### config.mk
export PLATFORM = sky130hd
export DESIGN_NAME = cmu_flat
export DESIGN_NICKNAME = d
export VERILOG_FILES = /design/src/rtl/cmu_pkg.sv /design/src/rtl/cmu_if.sv /design/src/rtl/cmu.sv /design/src/flat_wrapper.sv
export SDC_FILE = /design/constraint.sdc
export NUM_CORES = 1
export LEC_CHECK = 0
export CELL_PAD_IN_SITES_DETAIL_PLACEMENT = 0
export CELL_PAD_IN_SITES_GLOBAL_PLACEMENT = 2
export CORE_UTILIZATION = 20
export DETAILED_ROUTE_END_ITERATION = 8
export PLACE_DENSITY_LB_ADDON = 0.25
export RECOVER_POWER = 25
export SETUP_SLACK_MARGIN = 0.1
export SYNTH_ARGS = -nofsm -noshare
export SYNTH_HDL_FRONTEND = slang
export SYNTH_SLANG_ARGS = --single-unit
### constraint.sdc
create_clock -name clk -period 2.5 [get_ports clk]
set_input_delay 0.5 -clock clk [delete_from_list [all_inputs] [get_ports clk]]
set_output_delay 0.5 -clock clk [all_outputs]
set_load 0.05 [all_outputs]
### src/rtl/cmu_pkg.sv
// cmu_pkg: address geometry shared by the cache management unit and its environment
package cmu_pkg;
  localparam int TAG_BITS = 23;
  localparam int IDX_BITS = 5;
  localparam int ELEMENT_WORDS = 4;
  localparam int WCNT_BITS = $clog2(ELEMENT_WORDS);
  function automatic logic [31:0] word_addr(input logic [TAG_BITS-1:0] tag, input logic [IDX_BITS-1:0] idx,
                                            input logic [WCNT_BITS-1:0] w);
    return {tag, idx, w, 2'b00};
  endfunction
endpackage

### src/rtl/cmu_if.sv
// cmu_if: word-wide memory bus between the cache management unit and backing memory
interface cmu_if;
  logic        mem_cs_o, mem_we_o, mem_ack_i;
  logic [31:0] mem_addr_o, mem_data_o, mem_data_i;
  modport master(output mem_cs_o, mem_we_o, mem_addr_o, mem_data_o, input mem_data_i, mem_ack_i);
  modport slave(input mem_cs_o, mem_we_o, mem_addr_o, mem_data_o, output mem_data_i, mem_ack_i);
endinterface

### src/rtl/cmu.sv
// cmu: write-back cache controller sequencing CPU hits, victim write-back and line fill
module cmu
  import cmu_pkg::*;
(
  input  logic                clk,
  input  logic                rst,
  input  logic [31:0]         addr_rw,
  input  logic                en_r,
  input  logic                en_w,
  input  logic [2:0]          u_b_h_w,
  input  logic [31:0]         data_w,
  output logic [31:0]         data_r,
  output logic                stall,
  output logic [31:0]         cache_addr,
  output logic                cache_load,
  output logic                cache_store,
  output logic                cache_edit,
  output logic                cache_invalid,
  output logic [2:0]          cache_u_b_h_w,
  output logic [31:0]         cache_din,
  input  logic [31:0]         cache_dout,
  input  logic                cache_hit,
  input  logic                cache_valid,
  input  logic                cache_dirty,
  input  logic [TAG_BITS-1:0] cache_tag,
  cmu_if.master               mem
);
  localparam logic [2:0] S_IDLE = 3'd0, S_CMP = 3'd1, S_BACK_RD = 3'd2, S_BACK_WR = 3'd3, S_FILL = 3'd4, S_WAIT = 3'd5;
  logic [2:0]          state_q, state_d;
  logic [WCNT_BITS-1:0] wcnt_q, wcnt_d;
  logic [TAG_BITS-1:0] vtag_q, vtag_d;
  logic [31:0]         wd_q, wd_d, data_r_q, data_r_d;
  logic                ent_q, ent_d;
  logic                req, last;
  logic [IDX_BITS-1:0] idx;
  assign req = en_r | en_w;
  assign idx = addr_rw[8:4];
  assign last = wcnt_q == WCNT_BITS'(ELEMENT_WORDS - 1);
  assign data_r = data_r_q;
  assign cache_invalid = 1'b0;
  assign cache_u_b_h_w = rst ? u_b_h_w : 3'b000;
  // state register; reset abandons any transfer in flight
  always_ff @(posedge clk or negedge rst)
    if (!rst) begin
      state_q <= S_IDLE;
      wcnt_q <= '0;
      vtag_q <= '0;
      wd_q <= '0;
      data_r_q <= '0;
      ent_q <= 1'b0;
    end else begin
      state_q <= state_d;
      wcnt_q <= wcnt_d;
      vtag_q <= vtag_d;
      wd_q <= wd_d;
      data_r_q <= data_r_d;
      ent_q <= ent_d;
    end
  // next state: victim tag captured at compare, victim word captured on the first write-back cycle
  always_comb begin
    state_d = state_q;
    wcnt_d = wcnt_q;
    vtag_d = vtag_q;
    wd_d = ent_q ? cache_dout : wd_q;
    data_r_d = data_r_q;
    ent_d = state_q == S_BACK_RD;
    case (state_q)
      S_IDLE: state_d = req ? S_CMP : S_IDLE;
      S_CMP: begin
        vtag_d = cache_tag;
        data_r_d = (cache_hit && en_r && !en_w) ? cache_dout : data_r_q;
        wcnt_d = cache_hit ? wcnt_q : '0;
        state_d = cache_hit ? S_IDLE : (cache_valid && cache_dirty) ? S_BACK_RD : S_FILL;
      end
      S_BACK_RD: state_d = S_BACK_WR;
      S_BACK_WR: if (mem.mem_ack_i) begin
        wcnt_d = last ? '0 : wcnt_q + 1'b1;
        state_d = last ? S_FILL : S_BACK_RD;
      end
      S_FILL: if (mem.mem_ack_i) begin
        wcnt_d = last ? '0 : wcnt_q + 1'b1;
        state_d = last ? S_WAIT : S_FILL;
      end
      default: state_d = S_IDLE;
    endcase
  end
  // outputs: cache and memory controls per state, all forced low while reset is held
  always_comb begin
    stall = 1'b1;
    cache_addr = addr_rw;
    cache_load = 1'b0;
    cache_store = 1'b0;
    cache_edit = 1'b0;
    cache_din = data_w;
    mem.mem_cs_o = 1'b0;
    mem.mem_we_o = 1'b0;
    mem.mem_addr_o = '0;
    mem.mem_data_o = '0;
    case (state_q)
      S_IDLE: begin
        stall = req;
        cache_edit = en_w;
        cache_load = en_r & ~en_w;
      end
      S_CMP: stall = ~cache_hit;
      S_BACK_RD: cache_addr = word_addr(vtag_q, idx, wcnt_q);
      S_BACK_WR: begin
        cache_addr = word_addr(vtag_q, idx, wcnt_q);
        mem.mem_cs_o = 1'b1;
        mem.mem_we_o = 1'b1;
        mem.mem_addr_o = word_addr(vtag_q, idx, wcnt_q);
        mem.mem_data_o = ent_q ? cache_dout : wd_q;
      end
      S_FILL: begin
        cache_addr = word_addr(addr_rw[31:9], idx, wcnt_q);
        cache_store = mem.mem_ack_i;
        cache_din = mem.mem_data_i;
        mem.mem_cs_o = 1'b1;
        mem.mem_addr_o = word_addr(addr_rw[31:9], idx, wcnt_q);
      end
      default: ;
    endcase
    if (!rst) begin
      stall = 1'b0;
      cache_addr = '0;
      cache_load = 1'b0;
      cache_store = 1'b0;
      cache_edit = 1'b0;
      cache_din = '0;
      mem.mem_cs_o = 1'b0;
      mem.mem_we_o = 1'b0;
      mem.mem_addr_o = '0;
      mem.mem_data_o = '0;
    end
  end
endmodule
### src/flat_wrapper.sv
// flat-port wrapper written by rule: the top's interface ports become plain ports
module cmu_flat import cmu_pkg::*;
  (clk, rst, addr_rw, en_r, en_w, u_b_h_w, data_w, data_r, stall, cache_addr, cache_load, cache_store, cache_edit, cache_invalid, cache_u_b_h_w, cache_din, cache_dout, cache_hit, cache_valid, cache_dirty, cache_tag, mem_mem_cs_o, mem_mem_we_o, mem_mem_addr_o, mem_mem_data_o, mem_mem_data_i, mem_mem_ack_i);
  cmu_if mem_i ();
  input  logic clk;
  input  logic rst;
  input  logic [31:0] addr_rw;
  input  logic en_r;
  input  logic en_w;
  input  logic [2:0] u_b_h_w;
  input  logic [31:0] data_w;
  output logic [31:0] data_r;
  output logic stall;
  output logic [31:0] cache_addr;
  output logic cache_load;
  output logic cache_store;
  output logic cache_edit;
  output logic cache_invalid;
  output logic [2:0] cache_u_b_h_w;
  output logic [31:0] cache_din;
  input  logic [31:0] cache_dout;
  input  logic cache_hit;
  input  logic cache_valid;
  input  logic cache_dirty;
  input  logic [TAG_BITS-1:0] cache_tag;
  output wire logic [$bits(mem_i.mem_cs_o)-1:0] mem_mem_cs_o;
  output wire logic [$bits(mem_i.mem_we_o)-1:0] mem_mem_we_o;
  output wire logic [$bits(mem_i.mem_addr_o)-1:0] mem_mem_addr_o;
  output wire logic [$bits(mem_i.mem_data_o)-1:0] mem_mem_data_o;
  input wire logic [$bits(mem_i.mem_data_i)-1:0] mem_mem_data_i;
  input wire logic [$bits(mem_i.mem_ack_i)-1:0] mem_mem_ack_i;
  assign mem_mem_cs_o = mem_i.mem_cs_o;
  assign mem_mem_we_o = mem_i.mem_we_o;
  assign mem_mem_addr_o = mem_i.mem_addr_o;
  assign mem_mem_data_o = mem_i.mem_data_o;
  assign mem_i.mem_data_i = mem_mem_data_i;
  assign mem_i.mem_ack_i = mem_mem_ack_i;
  cmu u_core (.clk(clk), .rst(rst), .addr_rw(addr_rw), .en_r(en_r), .en_w(en_w), .u_b_h_w(u_b_h_w), .data_w(data_w), .data_r(data_r), .stall(stall), .cache_addr(cache_addr), .cache_load(cache_load), .cache_store(cache_store), .cache_edit(cache_edit), .cache_invalid(cache_invalid), .cache_u_b_h_w(cache_u_b_h_w), .cache_din(cache_din), .cache_dout(cache_dout), .cache_hit(cache_hit), .cache_valid(cache_valid), .cache_dirty(cache_dirty), .cache_tag(cache_tag), .mem(mem_i));
endmodule
==> metrics, run 1 <==
status=complete, no violations; Worst setup EP type=output pin; syn_area_per_cell=9.287 um^2; fraction of layout cells with a size suffix above 1=32.47%; Vias=5148; Total Routing Usage GR=15.22%; Synth area leader=dfrtp_1; I/O pins=332; mapped cell area=between 0.005 and 0.006 mm^2; largest net degree at the start of global routing=56; Post-synth ARST share=between 90% and 100%; vias in the first global route=5446; Reg clk slew, reported paths=roughly 70 ps; worst-margin pin slew=827.1 ps; IO buf count=328; gpl congestion=0.7221; starting density of the core=roughly 21%; number of buffers created by CTS=9; slew margin rel.=44.86%; DRT Wirelength=20480 um; GR Overflow Total=0; # DRC=0; R2R depth=6; die height=163.4 um; fmax=about 420 MHz; Register Area=roughly 0.0023 mm^2; initial antenna violation count=0; Crit Path Class=register to output pin; worst reg2reg setup slack=~530 ps; Area Growth Syn to Fin=106.2%; Synth area leaders=dfrtp_1 (45%), nand2_1 (13%), mux2_2 (12%); drt pass-1 iters=4; YS warnings=0; CTS tree=built; Seq/Total Area, Yosys=44.67%; pre-CTS setup slack=around 230 ps; drt via density=approximately 4.2; VDD IR max=556.1 uV; clock root cell=clkbuf_16; Layout Cells excl Fill=1215; met2 GRT Util=24.77%; met1 Use GR=19.01%; post-synthesis cell count=561; GRT Max-Usage Layer=met2; commonest non-fill, non-tap cell in the layout=clkdlybuf4s50_1; Cell variety after synth=38; Main synth FF type=dfrtp_1; worst r2r dst=u_core.data_r[27]$_DFFE_PN0P_; CP startpoint=u_core.state_q[0]$_DFFE_PN0P_; Pwr Density=1028 mW/mm^2; Total Power=11040 uW; crit path time final=2367 ps; Multi-input gate area=between 0.002 and 0.003 mm^2; num rows=58; Die Area=0.02670 mm^2; die width=163.4 um; worst path arrival time=1870 ps; dpl cells=1194; Worst setup SP type=register; EDFF count, synth=0; H-tree depth=3; top-area cell type share of the netlist area=approximately 45%; met3 usage=5.333%; fillcell total=about 2500; area post-placement=0.01028 mm^2; Tcrit/Tclk final=a little over nine tenths; endpoints failing setup=0; HP Class=primary input to asynchronous set/reset pin; Initial DRC Count=~170; cell area after layout=0.01075 mm^2; worst setup margin=132.7 ps; Slew Viols, Final=0; r2r startpoint=u_core.state_q[1]$_DFFE_PN0P_; most frequent cells in the layout=clkdlybuf4s50_1 (192), nand2_1 (182), buf_12 (136); clock tree buffer depth=2; Antenna Nets Post-Route=0; Fin. Hold Viols=0; CP max FO=8; core area=0.02540 mm^2; RSZ-0062 raised after global routing=yes; Clock Sinks=93; hpwl dp=15090 um; Lkg Pwr=0.004544 uW; final core occ=42.31%; Routed WL per cell=16.86 um; post-synthesis register bit count=93; Worst Clk Skew=10.14 ps; first-pass GRT wire length=~31000 um; clk_lat worst skew=approximately 350 ps; max-cap violations=0; Req. time, crit path=2000 ps; Nets=1042
timing repair:
| action | in CTS | in global routing |
|---|---|---|
| buffers inserted | 3 | 0 |
| pin swaps | 1 | 1 |
| endpoints found under the setup margin | 87 | 76 |
| gates resized for setup | 15 | 31 |
| endpoints found under the hold margin | 6 | 0 |
| hold buffers | 1 | 0 |
how the worst max path moves through the flow:
stage               depth (start not counted)  slack, ps                end
global route                                4         50  mem_mem_addr_o[7]
finish                                      4        130  mem_mem_addr_o[4]
floorplan                                   3       -160     cache_addr[10]
global placement                            4        240      cache_din[31]
CTS                                         4        100  mem_mem_addr_o[8]
detailed placement                          4        230      cache_din[31]
synthesized netlist by cell type, types with 2 or more instances:
cell type and number:
mux2_1 10, mux2i_1 2, a22o_1 23, clkbuf_1 22
nor3_1 2, nand2_1 183, or3b_1 2, o21ai_0 6
buf_6 3, a21boi_0 55, and2_1 47, nor2_1 4
nor3b_2 2, buf_2 21, nand4_1 2, dfrtp_1 93
mux2_2 54, and3_1 5, nand3_1 2, buf_4 3
nor2b_1 2, nand2b_1 2
worst max-delay path, stage by stage, from the launching register on:
cell      delay (ps)
dfrtp_2          450
or3b_4           460
a21boi_4         260
and2_2           220
buf_12           130
metrics by stage:
stage          hold WS, ps  setup TNS (ps)
6_report             167.3               0
5_1_grt              177.1               0
4_1_cts              165.6               0
2_1_floorplan        204.4          -776.7
3_5_place_dp         332.6               0
3_3_place_gp         332.0               0
per-layer routing:
metal  vias up  part of all wire (%)
li1       2498                     -
met1      2407                    43
met2       231                    46
met3        12                   9.6
met4         0                   1.0
met5         -                     0
sequential cells by signal, indices dropped and copies added (netlist names):
name            cells
u_core.state_q      3
u_core.ent_q        1
u_core.wd_q        32
u_core.vtag_q      23
u_core.wcnt_q       2
u_core.data_r      32
cells by family after synthesis:
logic type	after synthesis	synth area share, %
mux	66	14.22
simple gates	259	22.53
compound gates	91	13.52
flops	93	44.67
fa+ha+maj	1	0.2401
other cells	1	0.07198
buf+inv	50	4.755
cell type report:
| type | instances | area share [%] |
|---|---|---|
| Multi-Input combinational cell | 420 | 26.61 |
| Tap cell | 330 | 3.843 |
| Inverter | 1 | 0.03493 |
| Timing Repair Buffer | 354 | 45.00 |
| Antenna cell | 1 | 0.02329 |
| Sequential cell | 93 | 21.69 |
| Clock inverter | 7 | 0.6986 |
| Clock buffer | 9 | 2.096 |
power breakdown:
group	leakage, uW	internal (uW)	total, uW	switching, uW
Combinational	0.00327	3020	6980	3970
Sequential	0.00113	2250	2660	412
Clock	0.000144	709	1400	689
No activity file was read; power rests on OpenSTA's default activity.
==> inputs of run 2 (changes only) <==
PLACE_DENSITY_LB_ADDON = 0.1   (was 0.25)
==> run 2 against run 1 <==
Effect of this change:
- the run now ends with capacitance limit, slew limit left
- via count increased by 5.2%
- setup slack worse by 66 ps
- sequential power hardly changed
- highest routed layer unchanged
- core utilization rose by 2.8 points
- design area increased by 6.5%
- clock skew is essentially flat
- count of clock-buffer cells in the layout is the same
==> metrics, run 2 (synthesis results as in run 1) <==
DRT Wirelength=22440 um (+9.6%); clock root cell=clkbuf_16; Worst setup EP type=output pin; GRT Max-Usage Layer=met2; drt pass-1 iters=4 (unchanged); switching part of the total=46.19% (+0.31 points); drt via density=4.416 (+4.2%); crit path time final=2434 ps (+66.45 ps); gpl congestion=0.7237 (+0.22%); die height=163.4 um (unchanged); max-cap violations=1 (+1); R2R depth=4 (-2); combinational power share=65.1% (+1.9 points); met1 Use GR=18.23% (-0.78 points); r2r startpoint=u_core.state_q[1]$_DFFE_PN0P_; met3 usage=5.510% (+0.18 points); Antenna Nets Post-Route=0 (unchanged); Lkg Pwr=0.004890 uW (+7.6%); most frequent cells in the layout=clkdlybuf4s50_1 (192), nand2_1 (177), buf_12 (143); met2 GRT Util=29.43% (+4.7 points); worst path arrival time=1930 ps (+60 ps); sequential group share of total power=23.1% (-1.0 points); worst reg2reg setup slack=460 ps (-70 ps); H-tree depth=3 (unchanged); clk_lat worst skew=350 ps (about the same); Register Area=0.002328 mm^2 (-0.11%); Worst Clk Skew=10.48 ps (+0.3409 ps); die width=163.4 um (unchanged); Switch Pwr=5361 uW (+5.8%); Tcrit/Tclk final=97.35% (+2.7 points); # DRC=0 (unchanged); fmax=410.9 MHz (-2.7%); CP max stage cell=dfrtp_2; cell area after layout=0.01145 mm^2 (+6.5%); Fin. Hold Viols=0 (unchanged); num rows=58 (unchanged); CTS tree=built; worst-margin pin slew=1548 ps (+721.4 ps); worst path bufs/invs=4 (+3); Crit Path Class=register to output pin; fraction of layout cells with a size suffix above 1=39.96% (+7.5 points); Total Routing Usage GR=16.37% (+1.2 points); Multi-input gate area=0.003212 mm^2 (+12%); crit-path leading delay family=buffers and inverters; Routed WL per cell=18.31 um (+8.6%); Nets=1054 (+1.2%); most numerous cell on the critical path=buf_6; failing checks=capacitance limit, slew limit; dpl cells=1191 (-0.25%); CP max FO=7 (-1); slew margin rel.=-3.231% (-48 points); Int Power=6245 uW (+4.5%); commonest non-fill, non-tap cell in the layout=clkdlybuf4s50_1; VDD IR max=733.9 uV (+32%); first-pass GRT wire length=33220 um (+7.1%); status=complete, but fails checks; I/O pins=332 (unchanged); Clock Sinks=93 (unchanged); IO buf count=328 (unchanged); # diodes=0 (-1); RSZ-0062 raised after global routing=yes; worst-path cell chain=buf_6, nor2b_4, and3_4, buf_6, clkbuf_16, a22o_4, buf_12; HP Class=primary input to asynchronous set/reset pin; vias in the first global route=5739 (+5.4%); Layout Cells excl Fill=1226 (+0.91%); clock tree buffer depth=2 (unchanged); fillcell total=2360 (-4.3%); Worst setup SP type=register; area post-placement=0.01030 mm^2 (+0.15%); initial antenna violation count=0 (unchanged); Area Growth Syn to Fin=119.7%; Req. time, crit path=2000 ps (about the same); Initial DRC Count=175 (+4.8%); endpoints failing setup=0 (unchanged); largest net degree at the start of global routing=63 (+13%); part of the power in the clock network=11.8% (-0.9 points); worst r2r dst=u_core.wcnt_q[0]$_DFFE_PN0P_; core area=0.02540 mm^2 (unchanged); Vias=5414 (+5.2%); Reg clk slew, reported paths=70 ps (about the same); number of buffers created by CTS=9 (unchanged); crit-path max cell delay=440 ps (-20 ps); GR Overflow Total=0 (unchanged); hold slack=243.1 ps (+75.72 ps); Die Area=0.02670 mm^2 (unchanged); starting density of the core=20.51% (unchanged); Slew Viols, Final=63 (+63); hpwl dp=15720 um (+4.2%); Pwr Density=1014 mW/mm^2 (-1.3%)
[run 2: worst max path at each step]
stage	endpoint	cells past startpoint	slack, ps	start
after global placement	stall	5	310	en_w
after global routing	cache_din[7]	7	-4	u_core.state_q[1]$_DFFE_PN0P_
after CTS	cache_din[26]	6	60	u_core.state_q[0]$_DFFE_PN0P_
after floorplan	cache_addr[10]	3	-160	rst
final	mem_mem_addr_o[31]	7	70	u_core.state_q[0]$_DFFE_PN0P_
after detailed placement	mem_mem_data_o[11]	5	310	rst
[run 2: worst reg2reg max path, stage by stage (launching register included)]
cell and delay, ps:
dfrtp_1 430, buf_4 200, or3b_1 840, o21ai_0 350, mux2i_1 110
[run 2: what timing repair did]
action / in CTS / in global routing
pin swaps: 13 / 26
endpoints found under the setup margin: 111 / 115
resized for setup: 68 / 80
buffers inserted: 7 / 2
endpoints found under the hold margin: 2 / 0
hold buffers: 1 / 0
cloned: 4 / 5
[run 2: through the flow]
step	power, uW	setup slack, ps	utilization (%)	TNS [ps]
floorplan	6548	-155.3	-	-776.7
global placement	9603	308.8	40.54	0
detailed placement	9685	310.8	40.54	0
CTS	11430	60.30	43.27	0
global route	12260	-4.247	45.06	-9.036
finish	11610	66.23	45.06	0
[run 2: area by class of cell]
| cell class | instances | area share [%] |
|---|---|---|
| timing repair buffer | 366 | 45.42 |
| multi-input combinational | 420 | 28.06 |
| sequential | 93 | 20.34 |
| tap | 330 | 3.607 |
| clock buffer | 9 | 1.968 |
| clock inverter | 7 | 0.5684 |
| inverter | 1 | 0.03279 |
[run 2: power groups by stage]
stage | clock network, uW | logic, uW | registers, uW
4_1_cts | 1440 | 7340 | 2650
2_1_floorplan | 0 | 3090 | 3460
6_report | 1370 | 7560 | 2680
3_3_place_gp | 0 | 6970 | 2640
3_5_place_dp | 0 | 7000 | 2680
5_1_grt | 1500 | 7980 | 2780
[run 2: per-layer routing]
metal  wire length (um)  vias to the layer above
li1                   -                     2527
met1               8594                     2652
met2              11680                      210
met3               1776                       25
met4                395                        0
met5                  0                        -
